`src/rtl/wm8731_cfg_pkg.sv`:
```
// Shared types and register map for the WM8731 3-wire configuration sequencer.
package wm8731_cfg_pkg;

  typedef logic [15:0] cfg_word_t;

  localparam logic [6:0] R0_LLINE  = 7'd0;
  localparam logic [6:0] R1_RLINE  = 7'd1;
  localparam logic [6:0] R2_LHP    = 7'd2;
  localparam logic [6:0] R3_RHP    = 7'd3;
  localparam logic [6:0] R4_APATH  = 7'd4;
  localparam logic [6:0] R5_DPATH  = 7'd5;
  localparam logic [6:0] R6_PWR    = 7'd6;
  localparam logic [6:0] R7_IFACE  = 7'd7;
  localparam logic [6:0] R8_SRATE  = 7'd8;
  localparam logic [6:0] R9_ACTIVE = 7'd9;
  localparam logic [6:0] R15_RESET = 7'd15;

  typedef enum logic [2:0] {StIdle, StLoad, StLow, StHigh, StHold, StGap} state_e;

  function automatic cfg_word_t cfg_word(input logic [6:0] addr, input logic [8:0] data);
    return {addr, data};
  endfunction

endpackage

```
`src/rtl/wm8731_config_rom.sv`:
```
// Fixed power-up register table for the WM8731; entries past NUM_WORDS read as zero.
module wm8731_config_rom
  import wm8731_cfg_pkg::*;
#(
  parameter int unsigned NUM_WORDS = 11
) (
  input  logic [3:0] index,
  output cfg_word_t  word
);

  always_comb begin
    word = '0;
    if (32'(index) < NUM_WORDS) begin
      case (index)
        4'd0:    word = cfg_word(R15_RESET, 9'h000);
        4'd1:    word = cfg_word(R6_PWR,    9'h000);
        4'd2:    word = cfg_word(R0_LLINE,  9'h017);
        4'd3:    word = cfg_word(R1_RLINE,  9'h017);
        4'd4:    word = cfg_word(R2_LHP,    9'h079);
        4'd5:    word = cfg_word(R3_RHP,    9'h079);
        4'd6:    word = cfg_word(R4_APATH,  9'h012);
        4'd7:    word = cfg_word(R5_DPATH,  9'h000);
        4'd8:    word = cfg_word(R7_IFACE,  9'h002);
        4'd9:    word = cfg_word(R8_SRATE,  9'h000);
        4'd10:   word = cfg_word(R9_ACTIVE, 9'h001);
        default: word = '0;
      endcase
    end
  end

endmodule

```
`src/rtl/wm8731_config_sequencer.sv`:
```
// Walks the codec register table once per accepted start, shifting each word out on SCLK/SDIN
// and latching it with a CSB rising edge. Every pin is driven straight from a flop.
module wm8731_config_sequencer
  import wm8731_cfg_pkg::*;
#(
  parameter int unsigned NUM_WORDS = 11,
  parameter int unsigned CLK_DIV   = 4
) (
  input  logic       clock,
  input  logic       reset,
  input  logic       start,
  output logic       sclk,
  output logic       sdin,
  output logic       csb,
  output logic       busy,
  output logic       done,
  output logic [3:0] word_index
);

  localparam int unsigned    DivW    = (CLK_DIV > 1) ? $clog2(CLK_DIV) : 1;
  localparam logic [DivW-1:0] DivLast = DivW'(CLK_DIV - 1);
  localparam logic [3:0]      LastIdx = 4'(NUM_WORDS - 1);

  state_e          r_state, w_state_d;
  logic [DivW-1:0] r_div_cnt, w_div_cnt_d;
  logic [3:0]      r_bit_cnt, w_bit_cnt_d;
  cfg_word_t       r_shreg, w_shreg_d;
  logic [3:0]      r_word_index, w_word_index_d;
  logic            r_sclk, w_sclk_d;
  logic            r_sdin, w_sdin_d;
  logic            r_csb, w_csb_d;
  logic            r_busy, w_busy_d;
  logic            r_done, w_done_d;
  cfg_word_t       w_rom_word;
  logic            w_phase_end;

  wm8731_config_rom #(
    .NUM_WORDS(NUM_WORDS)
  ) u_rom (
    .index(r_word_index),
    .word (w_rom_word)
  );

  always_ff @(posedge clock or negedge reset) begin
    if (!reset) begin
      r_state      <= StIdle;
      r_div_cnt    <= '0;
      r_bit_cnt    <= '0;
      r_shreg      <= '0;
      r_word_index <= '0;
      r_sclk       <= 1'b0;
      r_sdin       <= 1'b0;
      r_csb        <= 1'b1;
      r_busy       <= 1'b0;
      r_done       <= 1'b0;
    end else begin
      r_state      <= w_state_d;
      r_div_cnt    <= w_div_cnt_d;
      r_bit_cnt    <= w_bit_cnt_d;
      r_shreg      <= w_shreg_d;
      r_word_index <= w_word_index_d;
      r_sclk       <= w_sclk_d;
      r_sdin       <= w_sdin_d;
      r_csb        <= w_csb_d;
      r_busy       <= w_busy_d;
      r_done       <= w_done_d;
    end
  end

  assign w_phase_end = (r_div_cnt == DivLast);

  always_comb begin
    w_state_d      = r_state;
    w_div_cnt_d    = '0;
    w_bit_cnt_d    = r_bit_cnt;
    w_shreg_d      = r_shreg;
    w_word_index_d = r_word_index;
    w_sclk_d       = r_sclk;
    w_sdin_d       = r_sdin;
    w_csb_d        = r_csb;
    w_busy_d       = r_busy;
    w_done_d       = r_done;

    // Timed phases share one divider that restarts at every phase boundary.
    if (r_state inside {StLow, StHigh, StHold, StGap}) begin
      w_div_cnt_d = w_phase_end ? '0 : r_div_cnt + DivW'(1);
    end

    unique case (r_state)
      StIdle: begin
        if (start) begin
          w_state_d      = StLoad;
          w_done_d       = 1'b0;
          w_word_index_d = '0;
          w_busy_d       = 1'b1;
        end
      end
      StLoad: begin
        w_shreg_d   = w_rom_word;
        w_bit_cnt_d = 4'd15;
        w_sdin_d    = w_rom_word[15];
        w_csb_d     = 1'b0;
        w_state_d   = StLow;
      end
      StLow: begin
        if (w_phase_end) begin
          w_sclk_d  = 1'b1;
          w_state_d = StHigh;
        end
      end
      StHigh: begin
        if (w_phase_end) begin
          w_sclk_d = 1'b0;
          if (r_bit_cnt == 4'd0) begin
            w_state_d = StHold;
          end else begin
            // Next bit goes out as LOW is entered so it is stable across the following HIGH.
            w_shreg_d   = {r_shreg[14:0], 1'b0};
            w_sdin_d    = r_shreg[14];
            w_bit_cnt_d = r_bit_cnt - 4'd1;
            w_state_d   = StLow;
          end
        end
      end
      StHold: begin
        if (w_phase_end) begin
          w_csb_d   = 1'b1;
          w_state_d = StGap;
        end
      end
      StGap: begin
        if (w_phase_end) begin
          w_word_index_d = r_word_index + 4'd1;
          if (r_word_index == LastIdx) begin
            w_state_d = StIdle;
            w_busy_d  = 1'b0;
            w_done_d  = 1'b1;
            w_sdin_d  = 1'b0;
          end else begin
            w_state_d = StLoad;
          end
        end
      end
      default: w_state_d = StIdle;
    endcase
  end

  assign sclk       = r_sclk;
  assign sdin       = r_sdin;
  assign csb        = r_csb;
  assign busy       = r_busy;
  assign done       = r_done;
  assign word_index = r_word_index;

endmodule

```
`config.mk`:
```
export PLATFORM = sky130hd
export DESIGN_NAME = wm8731_config_sequencer
export DESIGN_NICKNAME = d
export VERILOG_FILES = /design/src/rtl/wm8731_cfg_pkg.sv /design/src/rtl/wm8731_config_rom.sv /design/src/rtl/wm8731_config_sequencer.sv
export SDC_FILE = /design/constraint.sdc
export NUM_CORES = 1
export LEC_CHECK = 0
export CAP_MARGIN = 10
export CORE_MARGIN = 8
export CORE_UTILIZATION = 33
export CTS_CLUSTER_DIAMETER = 80
export CTS_CLUSTER_SIZE = 12
export DETAILED_ROUTE_END_ITERATION = 10
export GPL_TIMING_DRIVEN = 1
export HOLD_SLACK_MARGIN = 0.15
export PLACE_DENSITY_LB_ADDON = 0.12
export SETUP_SLACK_MARGIN = 0.4
export SYNTH_ARGS = -nofsm -noshare
export SYNTH_HDL_FRONTEND = slang
export SYNTH_HIERARCHICAL = 1
export SYNTH_SLANG_ARGS = --single-unit
```
`constraint.sdc`:
```
create_clock -name clock -period 2.35 [get_ports clock]
set_clock_uncertainty 0.15 [all_clocks]
set_input_delay 0.3525 -clock clock [delete_from_list [all_inputs] [get_ports clock]]
set_output_delay 0.3525 -clock clock [all_outputs]
set_load 0.005 [all_outputs]
```
==> impl_metrics.json <==
{
  "status": "finished, final reports clean",
  "routed_via_density": 4.76,
  "first_pass_iters": 4,
  "syn_area_sq_mm": 0.00202,
  "setup_viol": 0,
  "n_fill_cell": 588,
  "grt_antenna_before_repair": 0,
  "rsz0062_at_grt": "true",
  "yosys_warnings": 6,
  "mostFrequentLayoutCell": "dfrtp_1",
  "cts_max_level": 2,
  "critPathMaxFanout": 15,
  "cp-start-kind": "register",
  "num_rows": 28,
  "final_hold_viol_count": 0,
  "routedWlPerCell_um": 12.8,
  "cts_tree": "done",
  "ant_nets": 0,
  "syn_avg_cell_area_sq_um": 9.36,
  "max-vdd-ir-drop_mv": 0.205,
  "fmax_mhz": 533,
  "final_cell_mix": "dfrtp_1, nor2_1, a21oi_1",
  "dp_hpwl_um": 2700,
  "worst-path-buf-inv": 1,
  "fin_nets": 255,
  "place_ws_ps": 63.0,
  "path_clk_slew_ps": 70,
  "crit_arrival_ps": 1370,
  "cts-buffers-inserted": 5,
  "cts_hold_buf": 0,
  "grt_pass1_wl_um": 6820,
  "vias": 1510,
  "layout_setup_ws_ps": 473,
  "final_cells": 317,
  "numPortBuffers": 11,
  "seq_area_sq_um": 832,
  "coreArea_sq_mm": 0.00592,
  "synth_seq_cells": 33,
  "die_w_um": 94.3,
  "drv_cap": 0,
  "synthArstFlopShare": 1.00,
  "clockRootBuffer": "clkbuf_8",
  "slowest_stage": "clkdlybuf4s50_1",
  "yosysSeqAreaShare": 0.409,
  "grt.total_usage": 0.0963,
  "clkLatencyLatePin_ps": 280,
  "final_max_slew_viol_count": 0,
  "drcViolationCount": 0,
  "finalCritPeriodShare": 0.799,
  "finalWirelength_um": 4050,
  "syn_inst": 216,
  "cp_cell_sequence": "clkdlybuf4s50_1",
  "synth_edf_count": 0,
  "multi_input_area_sq_mm": 0.00104,
  "fp.dieH_um": 94.3,
  "cpPeakStageDelay_ps": 560,
  "tns_ps": 0,
  "grt_pass1_vias": 1386,
  "synthFlopType": "dfrtp_1",
  "syn_to_final_growth_pct": 19.9,
  "worstSetupPathType": "register to primary output",
  "p_total_mw": 1.07,
  "power_density_mw_per_mm2": 441,
  "fin_crit_ps": 1880,
  "worstHoldPathType": "register to register",
  "crit_required_ps": 1850,
  "die_area_sq_mm": 0.00888,
  "globalplace.congestion": 0.754,
  "cts_sinks": 33,
  "io_pins": 12,
  "drtIter0Drc": 48,
  "p_leak_nw": 1.18,
  "grt_max_degree": 34,
  "cp_top_family": "buffers and inverters",
  "place_inst": 298,
  "crit_path_end_kind": "primary output",
  "initial_core_util": 0.341,
  "antenna_cells": 0,
  "clk_path_buf_depth": 2,
  "synth.distinct_cells": 45,
  "drive_gt1_frac": 0.194,
  "grt_overflow_total": 0
}
==> cell families after synthesis <==
family,share of synthesized area
xor gates and xnor gates,0.00867
AOI/OAI and AO/OA,0.174
and+or+nand+nor,0.170
DFF,0.409
muxes,0.0749
adders and majority gates,0.0681
other,0.00186
buffers and inverters,0.0929
==> sequential cells by signal, summed over array words and instances, names as in the netlist <==
name and count:
sclk 1, busy 1, done 1, r_shreg 15
sdin 1, r_div_cnt 2, r_state 3, r_bit_cnt 4
word_index 4, csb 1
==> worst reg2reg max path, cell delays in order, from the launching register on <==
cell	delay [ps]
dfrtp_1	370
buf_4	180
or3b_1	390
a21o_1	220
or4_1	400
nand3_1	90
==> cells in the mapped netlist (2+ instances only) <==
cell type	count	area [sq um]
dfrtp_1	32	801
nor2_1	24	90.1
a21oi_1	17	85.1
o21ai_0	15	75.1
inv_1	14	52.6
mux2i_1	14	140
ha_1	11	138
nand2_1	10	37.5
buf_4	9	67.6
nand3_1	8	40.0
a21oi_2	4	35.0
buf_6	4	45.0
nor2b_1	4	25.0
nor3_1	4	20.0
o21ai_1	4	20.0
and3_1	3	18.8
buf_2	3	15.0
nand3b_1	3	22.5
a31oi_1	2	12.5
and2_1	2	12.5
clkbuf_1	2	7.51
nand2_2	2	12.5
o22ai_1	2	12.5
xnor2_1	2	17.5
==> where the power goes <==
part | leakage (nW) | switching, mW | total [mW] | internal (mW)
registers | 0.409 | 0.00117 | 0.571 | 0.570
clock network | 0.0542 | 0.210 | 0.475 | 0.265
logic | 0.717 | 0.0156 | 0.0230 | 0.00745
total | 1.18 | 0.227 | 1.07 | 0.842
==> metrics by stage <==
stage          hold WS [ps]  instance area [sq um]   util
6_report                285                   2420  0.409
3_3_place_gp            280                   2190  0.370
2_1_floorplan         -93.1                   2040      -
4_1_cts                 287                   2320  0.392
3_5_place_dp            278                   2190  0.370
5_1_grt                 300                   2420  0.409
==> what timing repair did <==
| item | in CTS | in global routing |
|---|---|---|
| buffers inserted | 3 | 6 |
| resized for setup | 3 | 7 |
| pin swaps | 1 | 2 |
| gates cloned | 0 | 2 |
| setup endpoints to repair | 22 | 17 |
==> routing by layer <==
metal / wire length [um] / GRT usage
met3: 87 / 0.0256
met2: 1880 / 0.152
met5: 0 / 0
met4: 38 / 0.0317
met1: 2040 / 0.124
==> final timing paths <==
kind / startpoint / to / slack (ps) / cells after the start
worst min-delay path: r_div_cnt[0] / r_div_cnt[0] / 290 / 1
worst min register to register: r_div_cnt[0] / r_div_cnt[0] / 290 / 1
worst max register to register: r_state[0] / word_index[3] / 500 / 5
min in group asynchronous: reset / r_state[2] / 320 / 2
worst max-delay path: word_index[2] / word_index[2] / 470 / 1
max in group asynchronous: reset / csb / 1390 / 2
==> cell type report <==
cell class	count	share of cell area
inverters	14	0.0217
flip-flops and latches	33	0.343
well taps	75	0.0387
clock inverters	1	0.00207
clock buffers	7	0.0398
repair buffers	32	0.125
multi-input cells	155	0.429
Note: power is estimated with default switching activity, not from simulation.
